**src/rtl/spi_slave_rx_if.sv**
```systemverilog
// Pin-side and register-side signals of the SPI slave receiver.
// The slave modport is the receiver's view; the master modport is the pins/register block.
interface spi_slave_rx_if #(
  parameter int DATA_W = 8
);
  logic              spe;
  logic              cpol;
  logic              cpha;
  logic              lsb_first;
  logic              sck;
  logic              ss_n;
  logic              mosi;
  logic              rd_spdr;
  logic [DATA_W-1:0] spdr_rx;
  logic              spif;
  logic              ovr;
  logic              frame_err;
  logic              busy;

  modport slave (
    input  spe, cpol, cpha, lsb_first, sck, ss_n, mosi, rd_spdr,
    output spdr_rx, spif, ovr, frame_err, busy
  );

  modport master (
    output spe, cpol, cpha, lsb_first, sck, ss_n, mosi, rd_spdr,
    input  spdr_rx, spif, ovr, frame_err, busy
  );
endinterface

```
**src/rtl/spi_slave_rx.sv**
```systemverilog
// SPI slave receiver: synchronises sck/ss_n/mosi, assembles frames into spdr_rx.
// Frame visible one clk after its last sample edge; no backpressure, unread frames set ovr.
module spi_slave_rx #(
  parameter int DATA_W      = 8,
  parameter int SYNC_STAGES = 2
) (
  input logic          clk,
  input logic          rst_n,
  spi_slave_rx_if.slave bus
);
  localparam int            CW   = $clog2(DATA_W);
  localparam logic [CW-1:0] LAST = CW'(DATA_W - 1);

  typedef enum logic [1:0] {IDLE, ARMED, RECEIVE} state_t;

  state_t                  state;
  logic [SYNC_STAGES-1:0]  sck_sync;
  logic [SYNC_STAGES-1:0]  ss_n_sync;
  logic [SYNC_STAGES-1:0]  mosi_sync;
  logic                    sck_d;
  logic                    sck_s;
  logic                    ss_n_s;
  logic                    mosi_s;
  logic                    mode_cpol;
  logic                    mode_cpha;
  logic                    mode_lsb;
  logic [CW-1:0]           bit_cnt;
  logic [DATA_W-1:0]       shreg;
  logic [DATA_W-1:0]       shreg_nxt;
  logic [DATA_W-1:0]       spdr_q;
  logic                    spif_q;
  logic                    ovr_q;
  logic                    frame_err_q;
  logic                    busy_q;
  logic                    sck_chg;
  logic                    lead_edge;
  logic                    trail_edge;
  logic                    sample;

  // Identical chains keep the three pins mutually aligned after synchronisation.
  always_ff @(posedge clk or negedge rst_n) begin
    if (!rst_n) begin
      sck_sync  <= '1;
      ss_n_sync <= '1;
      mosi_sync <= '0;
      sck_d     <= 1'b1;
    end else begin
      sck_sync  <= {sck_sync[SYNC_STAGES-2:0], bus.sck};
      ss_n_sync <= {ss_n_sync[SYNC_STAGES-2:0], bus.ss_n};
      mosi_sync <= {mosi_sync[SYNC_STAGES-2:0], bus.mosi};
      sck_d     <= sck_sync[SYNC_STAGES-1];
    end
  end

  assign sck_s      = sck_sync[SYNC_STAGES-1];
  assign ss_n_s     = ss_n_sync[SYNC_STAGES-1];
  assign mosi_s     = mosi_sync[SYNC_STAGES-1];
  assign sck_chg    = sck_s ^ sck_d;
  assign lead_edge  = sck_chg & (sck_s != mode_cpol);
  assign trail_edge = sck_chg & (sck_s == mode_cpol);
  assign sample     = mode_cpha ? trail_edge : lead_edge;

  always_comb begin
    shreg_nxt = {shreg[DATA_W-2:0], mosi_s};
    if (mode_lsb) begin
      shreg_nxt = {mosi_s, shreg[DATA_W-1:1]};
    end
  end

  always_ff @(posedge clk or negedge rst_n) begin
    if (!rst_n) begin
      state       <= IDLE;
      mode_cpol   <= 1'b0;
      mode_cpha   <= 1'b0;
      mode_lsb    <= 1'b0;
      bit_cnt     <= '0;
      shreg       <= '0;
      spdr_q      <= '0;
      spif_q      <= 1'b0;
      ovr_q       <= 1'b0;
      frame_err_q <= 1'b0;
      busy_q      <= 1'b0;
    end else begin
      frame_err_q <= 1'b0;
      // A completing frame below overrides this read acknowledge.
      if (bus.rd_spdr) begin
        spif_q <= 1'b0;
        ovr_q  <= 1'b0;
      end
      case (state)
        IDLE: begin
          busy_q <= 1'b0;
          if (bus.spe) begin
            state <= ARMED;
          end
        end
        ARMED: begin
          if (!bus.spe) begin
            state <= IDLE;
          end else if (!ss_n_s) begin
            state     <= RECEIVE;
            busy_q    <= 1'b1;
            bit_cnt   <= '0;
            shreg     <= '0;
            mode_cpol <= bus.cpol;
            mode_cpha <= bus.cpha;
            mode_lsb  <= bus.lsb_first;
          end
        end
        RECEIVE: begin
          if (!bus.spe) begin
            state   <= IDLE;
            busy_q  <= 1'b0;
            bit_cnt <= '0;
            shreg   <= '0;
          end else if (ss_n_s) begin
            state       <= ARMED;
            busy_q      <= 1'b0;
            frame_err_q <= (bit_cnt != '0);
            bit_cnt     <= '0;
            shreg       <= '0;
          end else if (sample) begin
            shreg <= shreg_nxt;
            if (bit_cnt == LAST) begin
              bit_cnt <= '0;
              if (!spif_q || bus.rd_spdr) begin
                spdr_q <= shreg_nxt;
                spif_q <= 1'b1;
                ovr_q  <= ovr_q;
              end else begin
                ovr_q <= 1'b1;
              end
            end else begin
              bit_cnt <= bit_cnt + 1'b1;
            end
          end
        end
        default: begin
          state  <= IDLE;
          busy_q <= 1'b0;
        end
      endcase
    end
  end

  assign bus.spdr_rx   = spdr_q;
  assign bus.spif      = spif_q;
  assign bus.ovr       = ovr_q;
  assign bus.frame_err = frame_err_q;
  assign bus.busy      = busy_q;
endmodule
```
**src/flat_wrapper.sv**
```systemverilog
// flat-port wrapper written by rule: the top's interface ports become plain ports
module spi_slave_rx_flat 
#(
  parameter int DATA_W      = 8,
  parameter int SYNC_STAGES = 2
)
  (clk, rst_n, bus_spe, bus_cpol, bus_cpha, bus_lsb_first, bus_sck, bus_ss_n, bus_mosi, bus_rd_spdr, bus_spdr_rx, bus_spif, bus_ovr, bus_frame_err, bus_busy);
  spi_slave_rx_if #(.DATA_W(DATA_W)) bus_i ();
  input logic clk;
  input logic rst_n;
  input wire logic [$bits(bus_i.spe)-1:0] bus_spe;
  input wire logic [$bits(bus_i.cpol)-1:0] bus_cpol;
  input wire logic [$bits(bus_i.cpha)-1:0] bus_cpha;
  input wire logic [$bits(bus_i.lsb_first)-1:0] bus_lsb_first;
  input wire logic [$bits(bus_i.sck)-1:0] bus_sck;
  input wire logic [$bits(bus_i.ss_n)-1:0] bus_ss_n;
  input wire logic [$bits(bus_i.mosi)-1:0] bus_mosi;
  input wire logic [$bits(bus_i.rd_spdr)-1:0] bus_rd_spdr;
  output wire logic [$bits(bus_i.spdr_rx)-1:0] bus_spdr_rx;
  output wire logic [$bits(bus_i.spif)-1:0] bus_spif;
  output wire logic [$bits(bus_i.ovr)-1:0] bus_ovr;
  output wire logic [$bits(bus_i.frame_err)-1:0] bus_frame_err;
  output wire logic [$bits(bus_i.busy)-1:0] bus_busy;
  assign bus_i.spe = bus_spe;
  assign bus_i.cpol = bus_cpol;
  assign bus_i.cpha = bus_cpha;
  assign bus_i.lsb_first = bus_lsb_first;
  assign bus_i.sck = bus_sck;
  assign bus_i.ss_n = bus_ss_n;
  assign bus_i.mosi = bus_mosi;
  assign bus_i.rd_spdr = bus_rd_spdr;
  assign bus_spdr_rx = bus_i.spdr_rx;
  assign bus_spif = bus_i.spif;
  assign bus_ovr = bus_i.ovr;
  assign bus_frame_err = bus_i.frame_err;
  assign bus_busy = bus_i.busy;
  spi_slave_rx #(.DATA_W(DATA_W), .SYNC_STAGES(SYNC_STAGES)) u_core (.clk(clk), .rst_n(rst_n), .bus(bus_i));
endmodule
```
**config.mk**
```make
export PLATFORM = sky130hd
export DESIGN_NAME = spi_slave_rx_flat
export DESIGN_NICKNAME = d
export VERILOG_FILES = /design/src/rtl/spi_slave_rx_if.sv /design/src/rtl/spi_slave_rx.sv /design/src/flat_wrapper.sv
export SDC_FILE = /design/constraint.sdc
export NUM_CORES = 1
export LEC_CHECK = 0
export CORE_UTILIZATION = 40
export CTS_BUF_LIST = sky130_fd_sc_hd__clkbuf_2
export CTS_CLUSTER_DIAMETER = 60
export CTS_CLUSTER_SIZE = 30
export DETAILED_ROUTE_END_ITERATION = 8
export PLACE_DENSITY_LB_ADDON = 0.1
export SYNTH_ARGS = -nofsm -noshare
export SYNTH_HDL_FRONTEND = slang
export SYNTH_SLANG_ARGS = --single-unit
```
**constraint.sdc**
```tcl
create_clock -name clk -period 2.2 [get_ports clk]
set_input_delay 0.66 -clock clk [delete_from_list [all_inputs] [get_ports clk]]
set_output_delay 0.66 -clock clk [all_outputs]
set_load 0.03 [all_outputs]
```
Word level (Yosys, flattened, before mapping)
Cells that the tools add are included.
{"block": "op_classes", "reduce_logical": 10, "eq_ne": 12, "mux": 43, "bitwise_logic": 4, "n_addsub": 1}
{"op": "8-bit two-way mux", "n": 6}
{"op": "1-bit two-way mux", "n": 22}
{"op": "3-bit two-way mux", "n": 6}
{"op": "8-bit case mux with 2 select lines", "n": 1}
{"op": "2-bit two-way mux", "n": 5}
{"op": "3-bit AND reduction", "n": 3}
{"op": "2-bit inequality test (second input constant)", "n": 3}
{"op": "6-bit by 5-bit inequality test with 1-bit output (second input constant)", "n": 1}
{"op": "2-bit case mux with 3 select lines", "n": 1}
{"op": "3-bit case mux with 2 select lines", "n": 1}
{"op": "6-bit AND reduction", "n": 1}
{"op": "4-bit by 2-bit inequality test with 1-bit output (second input constant)", "n": 1}
{"op": "4-bit AND reduction", "n": 1}
{"op": "3-bit by 1-bit adder with 3-bit output (second input constant)", "n": 1}
{"op": "3-bit equality test (second input constant)", "n": 1}
{"op": "3-bit by 2-bit inequality test with 1-bit output (second input constant)", "n": 1}
{"op": "3-bit inequality test (second input constant)", "n": 1}
{"op": "3-bit nonzero test", "n": 1}
{"op": "1-bit bitwise AND", "n": 2}
{"op": "2-bit by 1-bit equality test with 1-bit output (second input constant)", "n": 1}
{"op": "2-bit equality test (second input constant)", "n": 1}
{"op": "2-bit zero test", "n": 1}
{"op": "1-bit case mux with 2 select lines", "n": 1}
{"op": "2-bit nonzero test", "n": 1}
{"op": "other kinds (6)", "n": 6}
{"block": "word_totals", "output_inout_bits": 12, "wordCells": 85, "inputBits": 10, "regBits": 35}

Depth between registers and ports, before layout
Gate-level depths: netlist (run 1).
{"block": "logic_depth", "ltp_word": 8, "ltp_mapped": 7, "ltp_nobuf": 6}

Worst setup path before layout (run 1)
No wires, ideal clock.
{"block": "synth_timing", "path_type": "reg2reg", "from": "register u_core.state[0]", "to": "register u_core.spdr_q[0] (netlist: u_core.bus.spdr_rx[0])", "setup_slack_ns": 0.622, "synth_period_minus_slack_ns": 1.578, "setup_ns": 0.079, "stages_incl_launch_ff": 8, "t_required_ns": 2.121, "n_path_buf": 1, "t_arrival_ns": 1.498, "cell_sequence": "dfrtp_1 > inv_1 > ha_1 > nand2_1 > nor2_1 > and4_4 > buf_8 > mux2i_1"}
{"block": "synth_between", "elab_chain_cells": 2}
{"item": "start: declaration", "line": "spi_slave_rx.sv:16", "text": "state_t state;"}
{"item": "start signal: assignment", "line": "spi_slave_rx.sv:72", "text": "state <= IDLE;"}
{"item": "start signal: assignment", "line": "spi_slave_rx.sv:94", "text": "state <= ARMED;"}
{"item": "start signal: assignment", "line": "spi_slave_rx.sv:99", "text": "state <= IDLE;"}
{"item": "2-bit equality test", "line": "spi_slave_rx.sv:90", "text": "case (state)"}
{"item": "6-bit AND reduction (no source line)"}
{"item": "end signal: assignment", "line": "spi_slave_rx.sv:127", "text": "spdr_q <= shreg_nxt;"}
{"item": "end: declaration", "line": "spi_slave_rx.sv:30", "text": "logic [DATA_W-1:0] spdr_q;"}
Every way passes these cells.
A chain may end at the register's enable or synchronous reset.

Worst setup path after layout (run 1)
{"block": "layout_timing", "from": "register u_core.busy_q (netlist: u_core.bus.busy)", "to": "output bus_busy"}
{"item": "start: declaration", "line": "spi_slave_rx.sv:34", "text": "logic busy_q;"}
{"item": "start signal: assignment", "line": "spi_slave_rx.sv:82", "text": "busy_q <= 1'b0;"}
{"item": "start signal: assignment", "line": "spi_slave_rx.sv:92", "text": "busy_q <= 1'b0;"}
{"item": "start signal: assignment", "line": "spi_slave_rx.sv:102", "text": "busy_q <= 1'b1;"}
{"item": "end: declaration", "line": "flat_wrapper.sv:23", "text": "output wire logic [$bits(bus_i.busy)-1:0] bus_busy;"}
No word-level cell between the ends.

==> flow_metrics.env, run 1 <==
export IMPL_vias=1003
export IMPL_fin_crit_sh=0.958
export IMPL_status="completed"
export IMPL_synthDistinctLibCells=29
export IMPL_ios=22
export IMPL_synth_seq_cells=35
export IMPL_crit_start="u_core.bus.busy"
export IMPL_grt_pass1_wl_um=4820
export IMPL_clk_path_buf_depth=2
export IMPL_startpoint_type="register"
export IMPL_dr_pass1_iters=4
export IMPL_power_density_nw_per_um2=781
export IMPL_avgSynthCellArea_um2=12.8
export IMPL_initial_core_util=0.426
export IMPL_grt_max_degree=36
export IMPL_r2r_start="u_core.state[0]"
export IMPL_rsz0062_at_grt="no"
export IMPL_required_ns=1.54
export IMPL_rows=22
export IMPL_dp_hpwl_um=1900
export IMPL_worstSkewPairLatency_ns=0.37
export IMPL_crit_family="buffers and inverters"
export IMPL_clk_pin_slew_ns=0.17
export IMPL_ir_worst_vdd_uv=473
export IMPL_final_common_cell="dfrtp_1"
export IMPL_setup_viol_count_final=0
export IMPL_syn_inst=124
export IMPL_ys_seq_area_frac=0.558
export IMPL_syn_nets=141
export IMPL_worst_pin_slew_ns=0.444
export IMPL_synthesis_area_um2=1580
export IMPL_die_area_um2=4210
export IMPL_cp_slowest_cell="clkdlybuf4s50_1"
export IMPL_r2r_end="u_core.bus.spdr_rx[1]"
export IMPL_dieWidth_um=64.9
export IMPL_cts_root_buf="clkbuf_2"
export IMPL_hold_violations=0
export IMPL_cpPeakStageDelay_ns=0.67
export IMPL_cts_buffers=5
export IMPL_cts_hold_buffers=0
export IMPL_regToRegSetupSlack_ns=0.46
export IMPL_maxSlewViolCount=0
export IMPL_power_mw=1.48
export IMPL_worstPathArrival_ns=1.45
export IMPL_ys_async_sr_fraction=1.00
export IMPL_gr_usage_all_layers=0.157
export IMPL_avgViaCountPerCell=4.97
export IMPL_cts_tree="yes"
export IMPL_worstHoldStart="u_core.ss_n_sync[0]"
export IMPL_syn_to_final_growth_pct=19.8
export IMPL_ys_warn_count=0
export IMPL_grt_overflow_total=0
export IMPL_post_drt_wl_per_cell_um=13.6
export IMPL_port_buffers=21
export IMPL_die_height_um=64.9
export IMPL_path_cells="clkdlybuf4s50_1"
export IMPL_grt_pass1_vias=1056
export IMPL_remaining_drc_errors=0
export IMPL_timing_hold_ws_ns=0.357
export IMPL_final_cell_mix="dfrtp_1, clkdlybuf4s50_1, mux2i_1"
export IMPL_ant_nets=0
export IMPL_synth_edf_count=0
export IMPL_crit_type="reg -> out"
export IMPL_wl_um=2740
export IMPL_fin_nets=170
export IMPL_drtIter0Drc=29
export IMPL_whs_endpoint="u_core.ss_n_sync[1]"
export IMPL_setup_tns_ns=0
export IMPL_skew_ns=0.0135
export IMPL_post_cts_buffers=0
export IMPL_core_um2=3720
export IMPL_critPathMaxFanout=3
export IMPL_max_freq_ghz=0.475
export IMPL_antenna_found_initial=0
export IMPL_cap_violations=0
export IMPL_clkSinkCount=35
export IMPL_slew_headroom=0.704
export IMPL_end_kind="primary output"
export IMPL_h_tree_depth=2
export IMPL_p_leak_nw=0.847
export IMPL_min_path_type="reg -> reg"
export IMPL_hold_depth=0
export IMPL_synth_flop_cell="dfrtp_1"
export IMPL_layout_drive_gt1_share=0.169
export IMPL_gp_congestion=0.716
export IMPL_r2r_cells=6
export IMPL_n_antenna_cell=0
export IMPL_cts_resized=0
export IMPL_cp_buffers_inverters=1
export IMPL_finalCriticalPeriod_ns=2.11
[stage by stage]
stage	util	worst slack [ns]	std cells	area, um^2
after floorplan	-	0.622	124	1580
after global placement	0.499	0.165	194	1850
after detailed placement	0.499	0.144	194	1850
after CTS	0.510	0.0533	202	1890
after global routing	0.510	0.0107	202	1890
final	0.510	0.0930	202	1890
[kinds of logic (layout without fill, tap and decap cells)]
logic type,after synthesis,after routing,share of synthesized area
compound gates,20,20,0.112
xor+xnor,1,1,0.00554
fa+ha+maj,7,7,0.0554
buf+inv,19,49,0.0577
flops,35,35,0.558
mux,22,22,0.144
simple gates,20,20,0.0680
[per-layer routing]
| layer | global-route usage | part of all wire |
|---|---|---|
| met4 | 0.0750 | 0.015 |
| met2 | 0.236 | 0.45 |
| met5 | 0 | 0 |
| met1 | 0.199 | 0.49 |
| met3 | 0.0581 | 0.045 |
[how the worst max path moves through the flow]
stage / endpoint / cells past startpoint
after floorplan: u_core.bus.spdr_rx[0] / 7
after global placement: u_core.bus.spdr_rx[6] / 5
after detailed placement: u_core.bus.spdr_rx[7] / 5
after CTS: bus_busy / 1
after global routing: bus_spif / 1
final: bus_busy / 1
[synth_stat cells, types with 2 or more instances]
library cell	n	area share
a21oi_1	2	0.0063
dfrtp_1	30	0.47
dfstp_2	5	0.083
ha_1	7	0.055
inv_1	15	0.036
mux2_1	2	0.014
mux2i_1	18	0.11
nand2_1	6	0.014
nand2b_1	5	0.020
nand3_1	3	0.0095
nor2_1	2	0.0047
o21ai_0	2	0.0063
o21ai_1	2	0.0063
o2bb2ai_1	8	0.044
o2bb2ai_2	3	0.028
[registers in the layout (all words and copies together), names as in the netlist]
| register | count |
|---|---|
| u_core.shreg | 8 |
| u_core.bus.frame_err | 1 |
| u_core.mode_cpha | 1 |
| u_core.state | 2 |
| u_core.bus.ovr | 1 |
| u_core.mode_lsb | 1 |
| u_core.sck_d | 1 |
| u_core.bus.spif | 1 |
| u_core.bit_cnt | 3 |
| u_core.bus.busy | 1 |
| u_core.mosi_sync | 2 |
| u_core.ss_n_sync | 2 |
| u_core.mode_cpol | 1 |
| u_core.bus.spdr_rx | 8 |
| u_core.sck_sync | 2 |
[cell type report]
class	count	area [um^2]
inverters	15	56.3
flip-flops and latches	35	882
clock buffers	7	35.0
repair buffers	26	248
well taps	48	60.1
clock inverters	1	5.00
fillers	359	1820
multi-input cells	70	608
[where the power goes]
| group | internal (mW) | switching (mW) |
|---|---|---|
| Sequential | 0.703 | 0.0724 |
| Clock | 0.0869 | 0.207 |
| Combinational | 0.194 | 0.215 |
| Total | 0.985 | 0.494 |
No activity file was read; power rests on OpenSTA's default activity.
==> inputs of run 2 (changes only) <==
--- a/config.mk
+++ b/config.mk
@@ -10,6 +10,7 @@
 export CTS_CLUSTER_DIAMETER = 60
 export CTS_CLUSTER_SIZE = 30
 export DETAILED_ROUTE_END_ITERATION = 8
+export GPL_TIMING_DRIVEN = 0
 export PLACE_DENSITY_LB_ADDON = 0.1
 export SYNTH_ARGS = -nofsm -noshare
 export SYNTH_HDL_FRONTEND = slang
==> flow_metrics.env, run 2 (synthesis results as in run 1) <==
export IMPL_cts_resized=0
export IMPL_slew_headroom=0.494
export IMPL_cpPeakStageDelay_ns=0.68
export IMPL_power_density_nw_per_um2=889
export IMPL_fin_nets=169
export IMPL_min_path_type="in -> async"
export IMPL_gp_congestion=0.669
export IMPL_core_um2=3720
export IMPL_fin_crit_sh=0.958
export IMPL_wl_um=2720
export IMPL_required_ns=1.54
export IMPL_rows=22
export IMPL_crit_family="buffers and inverters"
export IMPL_crit_type="reg -> out"
export IMPL_dieWidth_um=64.9
export IMPL_grt_overflow_total=0
export IMPL_remaining_drc_errors=0
export IMPL_ir_worst_vdd_uv=521
export IMPL_end_kind="primary output"
export IMPL_p_leak_nw=0.891
export IMPL_timing_hold_ws_ns=0.305
export IMPL_drtIter0Drc=37
export IMPL_skew_ns=0.00743
export IMPL_hold_violations=0
export IMPL_post_cts_buffers=0
export IMPL_layout_drive_gt1_share=0.163
export IMPL_cp_buffers_inverters=1
export IMPL_final_cell_mix="dfrtp_1, mux2i_1, clkdlybuf4s50_1"
export IMPL_port_buffers=21
export IMPL_finalCriticalPeriod_ns=2.11
export IMPL_grt_pass1_vias=1050
export IMPL_post_route_util=0.525
export IMPL_critPathMaxFanout=2
export IMPL_h_tree_depth=2
export IMPL_syn_to_final_growth_pct=23.3
export IMPL_worst_pin_slew_ns=0.759
export IMPL_cp_slowest_cell="clkdlybuf4s50_1"
export IMPL_dr_pass1_iters=4
export IMPL_n_antenna_cell=0
export IMPL_die_height_um=64.9
export IMPL_antenna_found_initial=0
export IMPL_maxSlewViolCount=0
export IMPL_clk_path_buf_depth=2
export IMPL_regToRegSetupSlack_ns=0.33
export IMPL_vias=996
export IMPL_gr_usage_all_layers=0.155
export IMPL_path_cells="clkdlybuf4s50_1"
export IMPL_final_common_cell="dfrtp_1"
export IMPL_placedCellCount=193
export IMPL_cts_hold_buffers=0
export IMPL_timing_final_ws_setup_ns=0.0933
export IMPL_max_freq_ghz=0.475
export IMPL_post_place_ws_ns=-0.139
export IMPL_rsz0062_at_grt="no"
export IMPL_clkSinkCount=35
export IMPL_setup_viol_count_final=0
export IMPL_ant_nets=0
export IMPL_cap_violations=0
export IMPL_dp_hpwl_um=1870
export IMPL_cts_root_buf="clkbuf_2"
export IMPL_worstSkewPairLatency_ns=0.39
export IMPL_post_drt_wl_per_cell_um=13.5
export IMPL_worstPathArrival_ns=1.45
export IMPL_initial_core_util=0.426
export IMPL_grt_max_degree=36
export IMPL_cts_tree="yes"
export IMPL_avgViaCountPerCell=4.96
export IMPL_grt_pass1_wl_um=4730
export IMPL_clk_pin_slew_ns=0.19
export IMPL_die_area_um2=4210
export IMPL_ios=22
export IMPL_cts_buffers=5
export IMPL_stdcell_count=201
export IMPL_startpoint_type="register"
export IMPL_status="completed"
==> run 2: changes by cell type in the layout (fill, tap and decap cells not counted), sizes merged <==
cell	previous run	this run
clkbuf	7	6
clkdlybuf4s50	21	16
clkinv	1	0
clkinvlp	0	1
dlymetal6s2s	0	4
buf	5	4
bufinv	0	2
==> run 2: final timing paths <==
| check | from | end | depth (start not counted) |
|---|---|---|---|
| max in group asynchronous | rst_n | u_core.shreg[7] | 1 |
| setup reg to reg | u_core.state[0] | u_core.bus.spdr_rx[1] | 7 |
| min in group clk | u_core.ss_n_sync[0] | u_core.ss_n_sync[1] | 0 |
| setup / recovery | u_core.bus.spdr_rx[6] | bus_spdr_rx[6] | 1 |
| hold / removal | rst_n | u_core.state[1] | 1 |
| hold reg to reg | u_core.ss_n_sync[0] | u_core.ss_n_sync[1] | 0 |
==> run 2: layout make-up <==
class                      instances  area [um^2]
inverter                          15         56.3
tap                               48         60.1
clock buffer                       5         25.0
multi-input combinational         70          608
clock inverter                     3         67.6
timing repair buffer              21          215
buffer                             4         35.0
fill                             329         1770
sequential                        35          882
==> run 2: per-stage QoR <==
| stage | instance area (um^2) | power, mW | TNS (ns) |
|---|---|---|---|
| floorplan | 1580 | 1.10 | 0 |
| global placement | 1850 | 1.20 | -9.48 |
| detailed placement | 1850 | 1.22 | -1.31 |
| CTS | 1940 | 1.75 | 0 |
| global route | 1950 | 1.83 | 0 |
| finish | 1950 | 1.73 | 0 |
==> run 2: routing by layer <==
metal,global-route usage,vias to the layer above,wire [um]
li1,-,484,-
met1,0.191,487,1290
met2,0.236,18,1260
met3,0.0616,7,131
met4,0.0694,0,35
met5,0,-,0
==> run 2: where the power goes <==
part / switching, mW / internal [mW]
sequential: 0.0369 / 0.704
clock: 0.227 / 0.306
combinational: 0.257 / 0.202
total: 0.521 / 1.21
==> inputs of run 3 (changes only) <==
--- a/config.mk
+++ b/config.mk
@@ -11,7 +11,9 @@
 export CTS_CLUSTER_SIZE = 30
 export DETAILED_ROUTE_END_ITERATION = 8
 export GPL_TIMING_DRIVEN = 0
+export HOLD_SLACK_MARGIN = 0.06
 export PLACE_DENSITY_LB_ADDON = 0.1
+export RECOVER_POWER = 25
 export SYNTH_ARGS = -nofsm -noshare
 export SYNTH_HDL_FRONTEND = slang
 export SYNTH_SLANG_ARGS = --single-unit
==> flow_metrics.env, run 3 (synthesis results as in run 1) <==
export IMPL_worst_pin_slew_ns=1.81
export IMPL_slew_headroom=-0.209
export IMPL_cts_buffers=5
export IMPL_wl_um=2710
export IMPL_post_drt_wl_per_cell_um=13.5
export IMPL_final_cell_mix="dfrtp_1, mux2i_1, inv_1"
export IMPL_drtIter0Drc=37
export IMPL_crit_type="reg -> out"
export IMPL_cap_violations=1
export IMPL_grt_pass1_vias=1050
export IMPL_worstPathArrival_ns=1.45
export IMPL_die_height_um=64.9
export IMPL_post_place_ws_ns=-0.139
export IMPL_critPathMaxFanout=2
export IMPL_cpPeakStageDelay_ns=0.68
export IMPL_h_tree_depth=2
export IMPL_gp_congestion=0.669
export IMPL_met1_length_um=1290
export IMPL_ir_worst_vdd_uv=520
export IMPL_power_density_nw_per_um2=888
export IMPL_final_common_cell="dfrtp_1"
export IMPL_die_area_um2=4210
export IMPL_crit_family="buffers and inverters"
export IMPL_gr_usage_all_layers=0.155
export IMPL_timing_hold_ws_ns=0.372
export IMPL_cts_hold_buffers=0
export IMPL_power_mw=1.73
export IMPL_hold_depth=0
export IMPL_ios=22
export IMPL_grt_pass1_wl_um=4730
export IMPL_maxSlewViolCount=36
export IMPL_skew_ns=0.00744
export IMPL_grt_overflow_total=0
export IMPL_dr_pass1_iters=4
export IMPL_path_cells="clkdlybuf4s50_1"
export IMPL_core_um2=3720
export IMPL_max_freq_ghz=0.475
export IMPL_end_kind="primary output"
export IMPL_top_layer="met4"
export IMPL_min_path_type="reg -> reg"
export IMPL_cp_buffers_inverters=1
export IMPL_timing_final_ws_setup_ns=0.0944
export IMPL_remaining_drc_errors=0
export IMPL_required_ns=1.54
export IMPL_cp_slowest_cell="clkdlybuf4s50_1"
export IMPL_setup_viol_count_final=0
export IMPL_clk_pin_slew_ns=0.18
export IMPL_ant_nets=0
export IMPL_r2r_cells=7
export IMPL_p_leak_nw=0.888
export IMPL_regToRegSetupSlack_ns=0.33
export IMPL_avgViaCountPerCell=4.96
export IMPL_fin_nets=169
export IMPL_n_antenna_cell=0
export IMPL_dieWidth_um=64.9
export IMPL_fin_crit_sh=0.957
export IMPL_rsz0062_at_grt="no"
export IMPL_cts_tree="yes"
export IMPL_finalCriticalPeriod_ns=2.11
export IMPL_worstSkewPairLatency_ns=0.39
export IMPL_startpoint_type="register"
export IMPL_vias=997
export IMPL_clkSinkCount=35
export IMPL_dr_wl_met2_um=1260
export IMPL_grt_max_degree=36
export IMPL_cts_root_buf="clkbuf_2"
export IMPL_violations="capacitance limit, slew limit"
export IMPL_dp_hpwl_um=1870
export IMPL_layout_drive_gt1_share=0.150
export IMPL_initial_core_util=0.426
export IMPL_rows=22
export IMPL_route_met3_wl_um=129
export IMPL_antenna_found_initial=0
export IMPL_hold_violations=0
export IMPL_cp_depth=1
export IMPL_clk_path_buf_depth=2
export IMPL_status="finished with violations"
export IMPL_syn_to_final_growth_pct=23.2
export IMPL_port_buffers=21
-- run 3: worst reg2reg max path, delay by kind of cell (launching register included) --
family | cells | cell delay [ns]
DFF | 1 | 0.45
and+or+nand+nor | 3 | 0.63
buffers and inverters | 2 | 0.25
muxes | 1 | 0.20
adders and majority gates | 1 | 0.27
-- run 3: worst paths after layout --
kind | from | endpoint
min reg2reg | u_core.ss_n_sync[0] | u_core.ss_n_sync[1]
max reg2reg | u_core.state[0] | u_core.bus.spdr_rx[1]
max in group asynchronous | rst_n | u_core.shreg[7]
min | u_core.ss_n_sync[0] | u_core.ss_n_sync[1]
min in group asynchronous | rst_n | u_core.state[1]
max | u_core.bus.spdr_rx[6] | bus_spdr_rx[6]
-- run 3: repair_timing --
item	4_1_cts	5_1_grt
endpoints found under the hold margin	0	0
endpoints found under the setup margin	0	4
buffers inserted	0	0
resized for setup	0	4
-- run 3: stage by stage --
| stage | instances | TNS (ns) | util | cell area (um^2) |
|---|---|---|---|---|
| after floorplan | 124 | 0 | - | 1580 |
| after global placement | 193 | -9.48 | 0.498 | 1850 |
| after detailed placement | 193 | -1.31 | 0.497 | 1850 |
| after CTS | 201 | 0 | 0.522 | 1940 |
| after global routing | 201 | 0 | 0.524 | 1950 |
| final | 201 | 0 | 0.524 | 1950 |
-- run 3: per-layer routing --
| layer | vias to the layer above | track usage |
|---|---|---|
| li1 | 483 | - |
| met4 | 0 | 0.0694 |
| met5 | - | 0 |
| met3 | 7 | 0.0616 |
| met2 | 18 | 0.236 |
| met1 | 489 | 0.191 |
-- run 3: layout make-up --
| type | count | area, um^2 |
|---|---|---|
| tap | 48 | 60.1 |
| clock inverter | 3 | 67.6 |
| sequential | 35 | 882 |
| clock buffer | 5 | 25.0 |
| inverter | 15 | 56.3 |
| multi-input combinational | 70 | 608 |
| fill | 330 | 1770 |
| timing repair buffer | 21 | 214 |
| buffer | 4 | 35.0 |
-- run 3: power breakdown --
group | total (mW) | internal (mW) | switching (mW)
registers | 0.740 | 0.703 | 0.0369
logic | 0.458 | 0.201 | 0.257
clock network | 0.532 | 0.306 | 0.226
total | 1.73 | 1.21 | 0.521
